<file path="src/rtl/debounce_multi.sv">
// debounce_multi: NUM_CH independent push-button debouncers.
//
// Each channel synchronises its raw key through two flops, normalises the
// polarity so 1 always means "pressed", and accepts a new level only after
// it has been stable for STABLE_CYC cycles. Accepted edges produce one-cycle
// press/release pulses and flip a per-channel toggle level.
//
// Optional feature (macro DEBOUNCE_MULTI_LONGPRESS_EN): a per-channel hold
// counter produces a single olong pulse LONG_CYC cycles after opress. When
// the macro is undefined the hold counters are absent and olong is tied 0.
//
// Ports:
//   clk      system clock, rising edge
//   rst      asynchronous active-high reset
//   ikey     [NUM_CH] raw asynchronous button inputs
//   ostate   [NUM_CH] debounced pressed level (1 = pressed)
//   opress   [NUM_CH] one-cycle pulse on accepted press
//   orelease [NUM_CH] one-cycle pulse on accepted release
//   otoggle  [NUM_CH] level inverting on every press
//   olong    [NUM_CH] one-cycle long-press pulse

module debounce_lane #(
  parameter int STABLE_CYC = 1_300_000,
  parameter int ACTIVE_LOW = 1
) (
  input  logic clk,
  input  logic rst,
  input  logic key,
  output logic state,
  output logic press,
  output logic rel,
  output logic toggle
);
  localparam int            CW   = $clog2(STABLE_CYC + 1);
  localparam logic [CW-1:0] LAST = CW'(STABLE_CYC - 1);
  // Raw level of a released key; the synchroniser resets to it so that a
  // key held through reset is seen as a fresh press afterwards.
  localparam logic          IDLE = (ACTIVE_LOW != 0);

  logic [1:0]    sync;
  logic          lvl;
  logic          flip;
  logic [CW-1:0] cnt;

  assign lvl  = sync[1] ^ IDLE;
  assign flip = (lvl != state) && (cnt == LAST);

  always_ff @(posedge clk or posedge rst) begin
    if (rst) begin
      sync   <= {2{IDLE}};
      cnt    <= '0;
      state  <= 1'b0;
      press  <= 1'b0;
      rel    <= 1'b0;
      toggle <= 1'b0;
    end else begin
      sync  <= {sync[0], key};
      press <= flip & ~state;
      rel   <= flip & state;
      if (flip) begin
        state <= ~state;
        if (!state) toggle <= ~toggle;
      end
      // Any return to the accepted level restarts the stability window.
      if (lvl == state || flip) cnt <= '0;
      else if (cnt != LAST)     cnt <= cnt + 1'b1;
    end
  end
endmodule

module debounce_multi #(
  parameter int NUM_CH     = 4,
  parameter int STABLE_CYC = 1_300_000,
  parameter int ACTIVE_LOW = 1,
  parameter int LONG_CYC   = 65_000_000
) (
  input  logic              clk,
  input  logic              rst,
  input  logic [NUM_CH-1:0] ikey,
  output logic [NUM_CH-1:0] ostate,
  output logic [NUM_CH-1:0] opress,
  output logic [NUM_CH-1:0] orelease,
  output logic [NUM_CH-1:0] otoggle,
  output logic [NUM_CH-1:0] olong
);
  if (NUM_CH < 1 || STABLE_CYC < 2 || LONG_CYC < 1) begin : g_bad_param
    $error("debounce_multi: parameter out of range");
  end

  for (genvar i = 0; i < NUM_CH; i++) begin : g_ch
    debounce_lane #(
      .STABLE_CYC (STABLE_CYC),
      .ACTIVE_LOW (ACTIVE_LOW)
    ) u_lane (
      .clk    (clk),
      .rst    (rst),
      .key    (ikey[i]),
      .state  (ostate[i]),
      .press  (opress[i]),
      .rel    (orelease[i]),
      .toggle (otoggle[i])
    );

`ifdef DEBOUNCE_MULTI_LONGPRESS_EN
    localparam int            HW    = $clog2(LONG_CYC + 1);
    localparam logic [HW-1:0] HLAST = HW'(LONG_CYC - 1);
    localparam logic [HW-1:0] HMAX  = HW'(LONG_CYC);

    // hcnt is 0 while released, so it starts from 0 at each press and
    // equals k k cycles later; saturating at LONG_CYC gives one pulse.
    logic [HW-1:0] hcnt;
    logic          lng;

    always_ff @(posedge clk or posedge rst) begin
      if (rst) begin
        hcnt <= '0;
        lng  <= 1'b0;
      end else begin
        lng <= ostate[i] && (hcnt == HLAST);
        if (!ostate[i])        hcnt <= '0;
        else if (hcnt != HMAX) hcnt <= hcnt + 1'b1;
      end
    end
    assign olong[i] = lng;
`else
    assign olong[i] = 1'b0;
`endif
  end
endmodule

</file>
<file path="config.mk">
export PLATFORM = sky130hd
export DESIGN_NAME = debounce_multi
export DESIGN_NICKNAME = d
export VERILOG_FILES = /design/src/rtl/debounce_multi.sv
export SDC_FILE = /design/constraint.sdc
export NUM_CORES = 1
export LEC_CHECK = 0
export ABC_CLOCK_PERIOD_IN_PS = 3700
export BUFFER_PORTS_ARGS = -buffer_cell sky130_fd_sc_hd__buf_2
export CAP_MARGIN = 20
export CELL_PAD_IN_SITES_DETAIL_PLACEMENT = 0
export CELL_PAD_IN_SITES_GLOBAL_PLACEMENT = 1
export CORE_MARGIN = 2
export CORE_UTILIZATION = 48
export CTS_BUF_LIST = sky130_fd_sc_hd__clkbuf_16
export DETAILED_ROUTE_END_ITERATION = 7
export HOLD_SLACK_MARGIN = 0.1
export PLACE_DENSITY_LB_ADDON = 0.1
export SYNTH_ARGS = -nofsm -noshare
export SYNTH_HDL_FRONTEND = slang
export SYNTH_SLANG_ARGS = --single-unit
</file>
<file path="constraint.sdc">
create_clock -name clk -period 3.7 [get_ports clk]
set_clock_uncertainty 0.2 [all_clocks]
set_input_delay 0.185 -clock clk [delete_from_list [all_inputs] [get_ports clk]]
set_output_delay 0.185 -clock clk [all_outputs]
set_load 0.05 [all_outputs]
</file>
; After elaboration in Yosys (flattened, before gate mapping)
; Cells that the tools add are included.
[op_classes]
n_addsub = 4
mul = 0
n_div = 0
order_cmp = 0
eq_ne = 16
shifts = 0
muxes = 8
bitwise = 20
reduce_logical = 16
[ops]
columns = op, n
row1 = $mux 21, 8
row2 = $add 21x1->21 const B, 4
row3 = $eq 21x21->1 const B, 4
row4 = $ne 21x21->1 const B, 4
row5 = $not 1->1, 12
row6 = $and 1x1->1, 8
row7 = $reduce_and 2->1, 4
row8 = $reduce_bool 2->1, 4
row9 = $eq 1x1->1, 4
row10 = $logic_and 1x1->1, 4
row11 = $logic_or 1x1->1, 4
row12 = $ne 1x1->1, 4
[totals]
register_bits = 108
latchBits = 0
ramBits = 0
romBits = 0
output_inout_bits = 20
n_memories = 0

; Logic depth before layout (Yosys ltp)
; Gate-level depths: netlist of the first run.
[logic_depth]
ltp_word = 5
mapped_depth = 7
mapped_depth_nobuf = 5

; Cells and area by module
; A second synthesis of the first run with hierarchy kept.
[hier_totals]
hier_cells = 511
area_unflattened_um2 = 5243.8
[by_module_without_submodules]
columns = mod, n_inst, cells_per_inst, area_per_inst_um2
row1 = debounce_lane at g_ch[0].u_lane ..., 3, 127, 1302.5
row2 = debounce_lane at g_ch[1].u_lane, 1, 125, 1302.5
row3 = debounce_multi, 1, 5, 33.8

; Worst setup path before layout of the first run
; OpenSTA, ideal clock, no wires.
[synth_timing]
path_kind = flip-flop to flip-flop
start = reg g_ch[0].u_lane.cnt[0]
end = reg g_ch[0].u_lane.cnt[20]
arrival_ns = 1.935
path_slack_ns = 1.491
stages_incl_launch_ff = 7
path_buffers = 1
cell_sequence = dfrtp_1 > ha_1 > nand4_4 > or3_1 > buf_6 > or4_4 > a21oi_2
[synth_between]
elab_chain_cells = 4
[synth_rtl]
columns = element, line
row1 = start: declaration, 43  ; logic [CW-1:0] cnt;
row2 = start signal: assignment, 66  ; else if (cnt != LAST) cnt <= cnt + 1'b1;
row3 = branches (longest 4 deep; another with $add 21x1->21), n/a
; Parallel ways; which one is timed is not known. The select of a mux whose other input is x is not followed.
; A chain may end at the register's enable or synchronous reset.

; Worst setup path after layout of the first run
[layout_timing]
start = reg g_ch[0].u_lane.cnt[1]
end = reg g_ch[0].u_lane.cnt[14]
; Same word-level chain as after synthesis.

==> results of run 1 <==
registers in the layout, indices dropped and copies added, names as in the netlist:
| name | count |
|---|---|
| g_ch.u_lane.cnt | 84 |
| g_ch.u_lane.press | 4 |
| g_ch.u_lane.rel | 4 |
| g_ch.u_lane.state | 4 |
| g_ch.u_lane.sync | 8 |
| g_ch.u_lane.toggle | 4 |
Yosys cell counts, types with 3 or more instances:
master | count | share of area
or4b_2 | 3 | 0.0056
dfstp_2 | 8 | 0.039
nor4b_1 | 6 | 0.0098
clkbuf_1 | 5 | 0.0035
nand4_1 | 27 | 0.031
and4_1 | 3 | 0.0049
and3_1 | 8 | 0.0093
nand2_1 | 34 | 0.024
nor3_1 | 17 | 0.016
ha_1 | 4 | 0.0093
a21oi_1 | 23 | 0.021
mux2i_1 | 3 | 0.0056
nor2_1 | 71 | 0.050
or3_1 | 20 | 0.023
nand3_1 | 28 | 0.026
buf_4 | 21 | 0.029
xnor2_1 | 32 | 0.052
nor4_1 | 11 | 0.013
o21ai_0 | 12 | 0.011
o31ai_1 | 11 | 0.015
xor2_1 | 28 | 0.046
o41ai_1 | 3 | 0.0049
inv_1 | 15 | 0.010
and2_1 | 3 | 0.0035
dfrtp_1 | 100 | 0.47
or4_1 | 12 | 0.017
final timing paths:
kind | startpoint | end
worst min-delay path | g_ch[1].u_lane.sync[0] | g_ch[1].u_lane.sync[1]
worst min register to register | g_ch[1].u_lane.sync[0] | g_ch[1].u_lane.sync[1]
worst max-delay path | g_ch[0].u_lane.cnt[1] | g_ch[0].u_lane.cnt[14]
min in group asynchronous | rst | g_ch[0].u_lane.press
max in group asynchronous | rst | g_ch[1].u_lane.sync[1]
worst max register to register | g_ch[0].u_lane.cnt[1] | g_ch[0].u_lane.cnt[14]
power breakdown:
part / switching [mW] / internal (mW) / total, mW
registers: 0.0166 / 1.20 / 1.22
logic: 0.0601 / 0.0218 / 0.0819
clock network: 0.416 / 0.517 / 0.932
cell usage in the layout (no fill, tap or decap), drive strengths merged, types with 3 or more instances in the layout:
cell type    count
dfrtp          100
nor2            71
nand2           34
xnor2           32
nand3           29
nand4           29
xor2            28
a21oi           24
buf             23
or3             20
nor3            17
inv             16
or4             14
o21ai           13
nor4            12
o31ai           11
clkbuf           9
and3             8
dfstp            8
nor4b            6
dlygate4sd3      5
clkinv           5
ha               4
conb             4
or4b             4
and4             3
and2             3
o41ai            3
mux2i            3
or2              3
critical path, cell delays in order, from the launching register on:
cell and delay (ps):
dfrtp_1 410, ha_1 280, nand4_4 180, or3_1 530, o21ai_2 700, nor2_1 110
per-stage QoR:
stage                     total power, mW  area, sq um  utilization
final                               2.230         5783       0.5311
after global routing                2.321         5783       0.5311
after CTS                           2.267         5783       0.5311
after detailed placement            1.319         5448       0.5003
after global placement              1.317         5448       0.5003
after floorplan                     1.301         5376            -
layout make-up:
type	instances	area [sq um]
multi-input combinational	384	2369
tap	140	175.2
fill	995	5105
clock buffer	9	225.2
inverter	15	58.81
sequential	108	2713
clock inverter	7	60.06
timing repair buffer	28	182.7
logic make-up after synthesis:
group | Yosys count | synth area share
simple gates | 259 | 0.2647
flops | 108 | 0.5056
xor+xnor | 60 | 0.09795
compound gates | 54 | 0.06110
buf+inv | 48 | 0.05504
fa+ha+maj | 4 | 0.009329
mux | 3 | 0.005597
other cells | 1 | 0.0006990
metal layers:
| layer | vias to the layer above | global-route usage |
|---|---|---|
| li1 | 1901 | - |
| met1 | 1844 | 0.2575 |
| met2 | 48 | 0.2862 |
| met3 | 8 | 0.05750 |
| met4 | 0 | 0.04430 |
| met5 | - | 0 |
==> out/results.txt, run 1 <==
setup TNS: 0 ps
clk_lat worst skew: 350 ps
synth unique cells: 49
routed wire length: 9976 microns
starting density of the core: 0.4928
post-synthesis cell count: 537
first-pass GRT wire length: 17590 microns
count of final hold-check violations: 0
power density cells: 385.6 nW/um^2
RSZ-0062 raised after global routing: false
CTS root buffer: clkbuf_16
antenna diode count: 0
grt ovf: 0
# IOs: 26
arrival time at the worst endpoint: 2580 ps
met2 WL post-DR: 4503 microns
setup slack, reg-to-reg: 1120 ps
worst-path maximum fanout: 19
predominant post-synthesis flop cell: dfrtp_1
CTS max path bufs: 2
syn_area_per_cell: 9.991 sq um
cts repair resizes: 0
cell row count: 38
Core ar.: 10890 sq um
Die Y: 109.7 microns
Final HPWL DP: 6729 microns
Max-Cap Viols: 0
area grow syn2layout: 7.789%
vias: 3801
uppermost routed layer: met4
largest net degree at the start of global routing: 57
GPL Wtd Cong: 0.7742
Inst Count DP: 670
Slew @ Worst Pin: 819.8 ps
worst IR drop on VDD: 0.4295 mV
number of global-route vias before repair: 3662
Crit Path Category: flip-flop to flip-flop
Final ANT Viol Nets: 0
port bufs: 21
layout cells sized above 1: 0.1089
Worst-path clk slew: 70 ps
initial DRC count: 196
Num CTS Buffers: 9
min setup slack post-route: 1124 ps
Mapped Area: 5365 sq um
critical path required time: 3700 ps
final std cells w/o fill: 691
# Post-CTS Setup Buffers: 0
Hold Crit Class: flip-flop to flip-flop
fin nets: 556
hold_buf cts: 5
Critical Path Start Type: flip-flop
die area: 12040 sq um
outcome: finished clean
#FFs+latches synth: 108
Max Fclk: 388.2 MHz
FF-to-FF path depth: 5
wire length per cell: 14.44 microns
relative slew slack: 0.4534
fin crit period: 2576 ps
Seq/Total Area, Yosys: 0.5056
fin. max-slew vios: 0
CTS tree: built
Hold Path Cell Cnt: 0
Vias/cell: 5.501
post-route DRC violation count: 0
clock sinks: 108
Min Hold Slack: 156.0 ps
initial antenna violation count: 0
setup violators final: 0
Placement Setup Slack: 1112 ps
TritonRoute pass-1 iters: 4
Die W: 109.7 microns
Post-synth EDFFs: 0
Leak: 2.351 nW
Tcrit/Tclk final: 0.6962
synth warn: 0
met3 wire len: 352 microns
Setup crit end kind: flip-flop
GRT Total Usage: 0.1859
wl on met1: 5020 microns
FFs w/ async S/R, synth: 1.000
CTS H-tree lvls: 3
Power figures use the tool's default switching activity.
==> inputs of run 2 (changes only) <==
--- a/config.mk
+++ b/config.mk
@@ -5,7 +5,7 @@
 export SDC_FILE = /design/constraint.sdc
 export NUM_CORES = 1
 export LEC_CHECK = 0
-export ABC_CLOCK_PERIOD_IN_PS = 3700
+export ABC_CLOCK_PERIOD_IN_PS = 2700
 export BUFFER_PORTS_ARGS = -buffer_cell sky130_fd_sc_hd__buf_2
 export CAP_MARGIN = 20
 export CELL_PAD_IN_SITES_DETAIL_PLACEMENT = 0
==> constraint.sdc (replaced) <==
create_clock -name clk -period 2.7 [get_ports clk]
set_clock_uncertainty 0.2 [all_clocks]
set_input_delay 0.135 -clock clk [delete_from_list [all_inputs] [get_ports clk]]
set_output_delay 0.135 -clock clk [all_outputs]
set_load 0.05 [all_outputs]
==> out/results.txt, run 2 (synthesized netlist as in run 1, its figures left out) <==
port bufs: 21 (unchanged)
RSZ-0062 raised after global routing: false (unchanged)
Die W: 109.7 microns (unchanged)
critical path's slowest cell: or4_4 (was o21ai_2)
CP max stage delay: 550 ps (was 700 ps)
# IOs: 26 (unchanged)
routed wire length: 10330 microns (was 9976 microns)
Reg area: 2713 sq um (unchanged)
clock sinks: 108 (unchanged)
Psw: 0.7584 mW (was 0.4924 mW)
Fillers: 989 (was 995)
grt ovf: 0 (unchanged)
initial DRC count: 235 (was 196)
Die Y: 109.7 microns (unchanged)
worst-path maximum fanout: 8 (was 19)
Max-Cap Viols: 0 (unchanged)
register share of total power: 0.540 (was 0.545)
count of final hold-check violations: 0 (unchanged)
crit path launch: g_ch[0].u_lane.cnt[0] (was g_ch[0].u_lane.cnt[1])
commonest cells after routing, fill and taps aside: dfrtp_1, nor2_1, nand2_1 (unchanged)
number of global-route vias before repair: 3804 (was 3662)
Top delay family on crit path: simple AND/OR/NAND/NOR gates (unchanged)
fin. max-slew vios: 0 (unchanged)
Tcrit/Tclk final: 0.8708 (was 0.6962)
Worst path depth: 5 (unchanged)
arrival time at the worst endpoint: 2430 ps (was 2580 ps)
power density cells: 528.7 nW/um^2 (was 385.6 nW/um^2)
Final ANT Viol Nets: 0 (unchanged)
Slew @ Worst Pin: 619.5 ps (was 819.8 ps)
CTS max path bufs: 2 (unchanged)
top flop regs: g_ch.u_lane.cnt (84), g_ch.u_lane.sync (8) (unchanged)
outcome: finished clean (unchanged)
number of flip-flops in the largest register: 84 (unchanged)
# Post-CTS Setup Buffers: 0 (unchanged)
setup slack, reg-to-reg: 350 ps (was 1120 ps)
Leak: 2.374 nW (was 2.351 nW)
Core ar.: 10890 sq um (unchanged)
Num CTS Buffers: 9 (unchanged)
sw frac: 0.2459 (was 0.2209)
Worst R2R Start: g_ch[0].u_lane.cnt[0] (was g_ch[0].u_lane.cnt[1])
setup violators final: 0 (unchanged)
clk_lat worst skew: 350 ps (about the same)
GRT Total Usage: 0.1919 (was 0.1859)
power after layout: 3.084 mW (was 2.230 mW)
commonest non-fill, non-tap cell in the layout: dfrtp_1 (unchanged)
crit-path cells: ha_1 -> nand4_4 -> or3_1 -> or4_4 -> a21oi_2 (was ha_1 -> nand4_4 -> or3_1 -> o21ai_2 -> nor2_1)
Clock power frac: 0.422 (was 0.418)
Final HPWL DP: 7119 microns (was 6729 microns)
P_int: 2.326 mW (was 1.737 mW)
CTS H-tree lvls: 3 (unchanged)
Worst Setup EP: g_ch[0].u_lane.cnt[20] (was g_ch[0].u_lane.cnt[14])
worst IR drop on VDD: 0.4364 mV (was 0.4295 mV)
Min Hold Slack: 158.1 ps (was 156.0 ps)
fin crit period: 2351 ps (was 2576 ps)
Critical Path Start Type: flip-flop (unchanged)
critical path required time: 2780 ps (was 3700 ps)
Worst-path clk slew: 80 ps (was 70 ps)
FF-to-FF path depth: 5 (unchanged)
area grow syn2layout: 8.722% (was 7.789%)
Max Fclk: 425.3 MHz (was 388.2 MHz)
initial antenna violation count: 0 (unchanged)
vias: 3898 (was 3801)
relative slew slack: 0.5861 (was 0.4534)
CP Buf/Inv Count: 0 (unchanged)
CTS tree: built (unchanged)
die area: 12040 sq um (unchanged)
antenna diode count: 0 (unchanged)
setup TNS: 0 ps (unchanged)
cell row count: 38 (unchanged)
Vias/cell: 5.593 (was 5.501)
Setup crit end kind: flip-flop (unchanged)
GPL Wtd Cong: 0.7878 (was 0.7742)
largest net degree at the start of global routing: 83 (was 57)
Hold Crit Class: flip-flop to flip-flop (unchanged)
cts repair resizes: 0 (unchanged)
Crit Path Category: flip-flop to flip-flop (unchanged)
fin nets: 562 (was 556)
part of the power in combinational logic: 0.038 (was 0.037)
Most flops, register: g_ch.u_lane.cnt (unchanged)
reg-to-reg endpoint: g_ch[0].u_lane.cnt[20] (was g_ch[0].u_lane.cnt[14])
layout cells sized above 1: 0.1239 (was 0.1089)
wire length per cell: 14.82 microns (was 14.44 microns)
first-pass GRT wire length: 18060 microns (was 17590 microns)
TritonRoute pass-1 iters: 6 (was 4)
starting density of the core: 0.4928 (unchanged)
Multi-input gate area: 2369 sq um (unchanged)
post-route DRC violation count: 0 (unchanged)
CTS root buffer: clkbuf_16 (unchanged)
-- run 2: worst register-to-register path: stages (launching register included) --
cell and delay, ps:
dfrtp_1 410, ha_1 280, nand4_4 180, or3_1 520, or4_4 550, a21oi_2 140
-- run 2: layer usage --
layer,share of wire,track usage
met4,0.0061,0.04611
met1,0.47,0.2528
met3,0.037,0.05335
met2,0.49,0.3148
met5,0,0
-- run 2: cell type report --
type                            instances  area share
Clock buffer                            9     0.03861
Clock inverter                          7     0.01094
Inverter                               15     0.01030
Multi-Input combinational cell        384      0.4060
Sequential cell                       108      0.4650
Tap cell                              140     0.03003
Timing Repair Buffer                   34     0.03904
-- run 2: how the worst min path moves through the flow --
stage,start,endpoint,slack (ps),cells after the start
after global placement,rst,g_ch[1].u_lane.cnt[17],40,2
after global routing,g_ch[1].u_lane.sync[0],g_ch[1].u_lane.sync[1],160,0
final,g_ch[1].u_lane.sync[0],g_ch[1].u_lane.sync[1],160,0
after floorplan,ikey[0],g_ch[0].u_lane.sync[0],-60,0
after detailed placement,ikey[3],g_ch[3].u_lane.sync[0],40,1
after CTS,g_ch[1].u_lane.sync[0],g_ch[1].u_lane.sync[1],160,0
-- run 2: stage by stage --
stage	worst slack, ps	util	std cells	instance area (sq um)
5_1_grt	237.7	0.5357	697	5833
3_5_place_dp	350.5	0.5046	676	5494
6_report	348.8	0.5357	697	5833
2_1_floorplan	491.4	-	540	5380
3_3_place_gp	411.9	0.5046	676	5494
4_1_cts	328.6	0.5357	697	5833
-- run 2: timing repair --
action	in CTS	in global routing
setup endpoints to repair	0	0
hold buffers	5	0
hold endpoints to repair	30	0
-- run 2: power by group through the flow --
stage	Combinational (mW)	Sequential, mW	Clock [mW]
finish	0.117	1.66	1.30
global placement	0.115	1.69	0
floorplan	0.0939	1.69	0
CTS	0.122	1.66	1.35
global route	0.136	1.67	1.41
detailed placement	0.116	1.70	0
==> inputs of run 3 (changes only) <==
--- a/config.mk
+++ b/config.mk
@@ -8,14 +8,13 @@
 export ABC_CLOCK_PERIOD_IN_PS = 2700
 export BUFFER_PORTS_ARGS = -buffer_cell sky130_fd_sc_hd__buf_2
 export CAP_MARGIN = 20
-export CELL_PAD_IN_SITES_DETAIL_PLACEMENT = 0
-export CELL_PAD_IN_SITES_GLOBAL_PLACEMENT = 1
 export CORE_MARGIN = 2
-export CORE_UTILIZATION = 48
+export CORE_UTILIZATION = 61
 export CTS_BUF_LIST = sky130_fd_sc_hd__clkbuf_16
 export DETAILED_ROUTE_END_ITERATION = 7
 export HOLD_SLACK_MARGIN = 0.1
-export PLACE_DENSITY_LB_ADDON = 0.1
+export PLACE_DENSITY = 0.79
+export SKIP_LAST_GASP = 1
 export SYNTH_ARGS = -nofsm -noshare
 export SYNTH_HDL_FRONTEND = slang
 export SYNTH_SLANG_ARGS = --single-unit
==> out/results.txt, run 3 (synthesized netlist as in run 1, its figures left out) <==
outcome: finished clean (unchanged)
TritonRoute pass-1 iters: 6 (unchanged)
initial antenna violation count: 0 (unchanged)
Final HPWL DP: 6794 microns (was 7119 microns)
worst IR drop on VDD: 0.3297 mV (was 0.4364 mV)
final std cells w/o fill: 667 (was 697)
hold_buf cts: 5 (unchanged)
GPL Wtd Cong: 0.8435 (was 0.7878)
Fillers: 660 (was 989)
antenna diode count: 0 (unchanged)
Vias/cell: 5.927 (was 5.593)
Psw: 0.7008 mW (was 0.7584 mW)
Crit Path Category: flip-flop to flip-flop (unchanged)
CTS tree: built (unchanged)
Multi-input gate area: 2369 sq um (unchanged)
Slew @ Worst Pin: 667.7 ps (was 619.5 ps)
Die W: 97.79 microns (was 109.7 microns)
CTS H-tree lvls: 3 (unchanged)
# IOs: 26 (unchanged)
largest net degree at the start of global routing: 56 (was 83)
area grow syn2layout: 7.626% (was 8.722%)
number of flip-flops in the largest register: 84 (unchanged)
port bufs: 21 (unchanged)
sw frac: 0.2335 (was 0.2459)
cell row count: 34 (was 38)
clk_lat worst skew: 340 ps (was 350 ps)
top flop regs: g_ch.u_lane.cnt (84), g_ch.u_lane.sync (8) (unchanged)
post-route DRC violation count: 0 (unchanged)
grt ovf: 0 (unchanged)
Final ANT Viol Nets: 0 (unchanged)
setup violators final: 0 (unchanged)
starting density of the core: 0.6213 (was 0.4928)
Reg area: 2713 sq um (unchanged)
cts repair resizes: 0 (unchanged)
Placed Area: 5456 sq um (was 5494 sq um)
critical path required time: 2770 ps (was 2780 ps)
CTS max path bufs: 2 (unchanged)
fin nets: 564 (was 562)
# Post-CTS Setup Buffers: 0 (unchanged)
Die Y: 97.79 microns (was 109.7 microns)
clock sinks: 108 (unchanged)
arrival time at the worst endpoint: 2420 ps (was 2430 ps)
Max-Cap Viols: 0 (unchanged)
part of the power in combinational logic: 0.040 (was 0.038)
commonest cells after routing, fill and taps aside: dfrtp_1, nor2_1, nand2_1 (unchanged)
layout cells sized above 1: 0.1216 (was 0.1239)
Critical Path Start Type: flip-flop (unchanged)
die area: 9562 sq um (was 12040 sq um)
GRT Total Usage: 0.2250 (was 0.1919)
first-pass GRT wire length: 17950 microns (was 18060 microns)
setup slack, reg-to-reg: 350 ps (about the same)
Hold Crit Class: flip-flop to flip-flop (unchanged)
Num CTS Buffers: 9 (unchanged)
Worst-path clk slew: 70 ps (was 80 ps)
Clock power frac: 0.406 (was 0.422)
wire length per cell: 15.15 microns (was 14.82 microns)
fin crit period: 2345 ps (was 2351 ps)
number of global-route vias before repair: 3955 (was 3804)
P_int: 2.300 mW (was 2.326 mW)
setup TNS: 0 ps (unchanged)
relative slew slack: 0.5548 (was 0.5861)
Max Fclk: 426.4 MHz (was 425.3 MHz)
initial DRC count: 226 (was 235)
Most flops, register: g_ch.u_lane.cnt (unchanged)
fin area: 5774 sq um (was 5833 sq um)
final core occ: 0.6686 (was 0.5357)
count of final hold-check violations: 0 (unchanged)
vias: 3953 (was 3898)
fin. max-slew vios: 0 (unchanged)
routed wire length: 10100 microns (was 10330 microns)
power after layout: 3.001 mW (was 3.084 mW)
Leak: 2.372 nW (was 2.374 nW)
Setup crit end kind: flip-flop (unchanged)
power density cells: 519.7 nW/um^2 (was 528.7 nW/um^2)
Inst Count DP: 646 (was 676)
Tcrit/Tclk final: 0.8687 (was 0.8708)
worst-path maximum fanout: 8 (unchanged)
commonest non-fill, non-tap cell in the layout: dfrtp_1 (unchanged)
Core ar.: 8636 sq um (was 10890 sq um)
CTS root buffer: clkbuf_16 (unchanged)
register share of total power: 0.555 (was 0.540)
RSZ-0062 raised after global routing: false (unchanged)
## run 3: cell types whose count changed in the layout (fill, tap and decap cells not counted)
cell,delta
clkinv_1,+2
inv_8,-1
inv_1,+1
buf_4,+3
clkinv_2,+1
buf_12,-1
clkinv_4,-1
inv_6,-2
## run 3: area by class of cell
cell class / count / share of cell area
sequential: 108 / 0.4698
timing repair buffer: 36 / 0.03987
tap: 108 / 0.02340
clock inverter: 7 / 0.007367
clock buffer: 9 / 0.03900
multi-input combinational: 384 / 0.4102
inverter: 15 / 0.01040
## run 3: worst paths after layout
check / cells after the start / end / startpoint
setup / recovery: 5 / g_ch[0].u_lane.cnt[20] / g_ch[0].u_lane.cnt[0]
hold / removal: 0 / g_ch[1].u_lane.sync[1] / g_ch[1].u_lane.sync[0]
setup reg to reg: 5 / g_ch[0].u_lane.cnt[20] / g_ch[0].u_lane.cnt[0]
hold reg to reg: 0 / g_ch[1].u_lane.sync[1] / g_ch[1].u_lane.sync[0]
max in group asynchronous: 4 / g_ch[1].u_lane.cnt[2] / rst
min in group asynchronous: 4 / g_ch[0].u_lane.rel / rst
## run 3: power groups by stage
stage / Clock, mW / Combinational [mW] / Sequential (mW)
finish: 1.22 / 0.119 / 1.66
global route: 1.30 / 0.136 / 1.67
CTS: 1.24 / 0.121 / 1.66
detailed placement: 0 / 0.114 / 1.70
global placement: 0 / 0.112 / 1.69
floorplan: 0 / 0.0939 / 1.69
## run 3: per-layer routing
layer  routed length, microns  track usage  up-vias
li1                         -            -     1910
met1                     4676       0.3143     1938
met2                     4889       0.3676       96
met3                      461      0.05011        9
met4                       75      0.04808        0
met5                        0            0        -
## run 3: critical path, cell delays in order (launching register included)
cell     delay (ps)
dfrtp_1         410
ha_1            260
nand4_4         170
or3_1           530
or4_4           550
a21oi_2         140
## run 3: metrics by stage
stage	hold slack [ps]	setup WS, ps
3_3_place_gp	41.49	438.2
5_1_grt	160.4	207.6
3_5_place_dp	41.17	338.6
2_1_floorplan	-60.52	491.4
4_1_cts	158.3	341.9
6_report	157.6	354.6
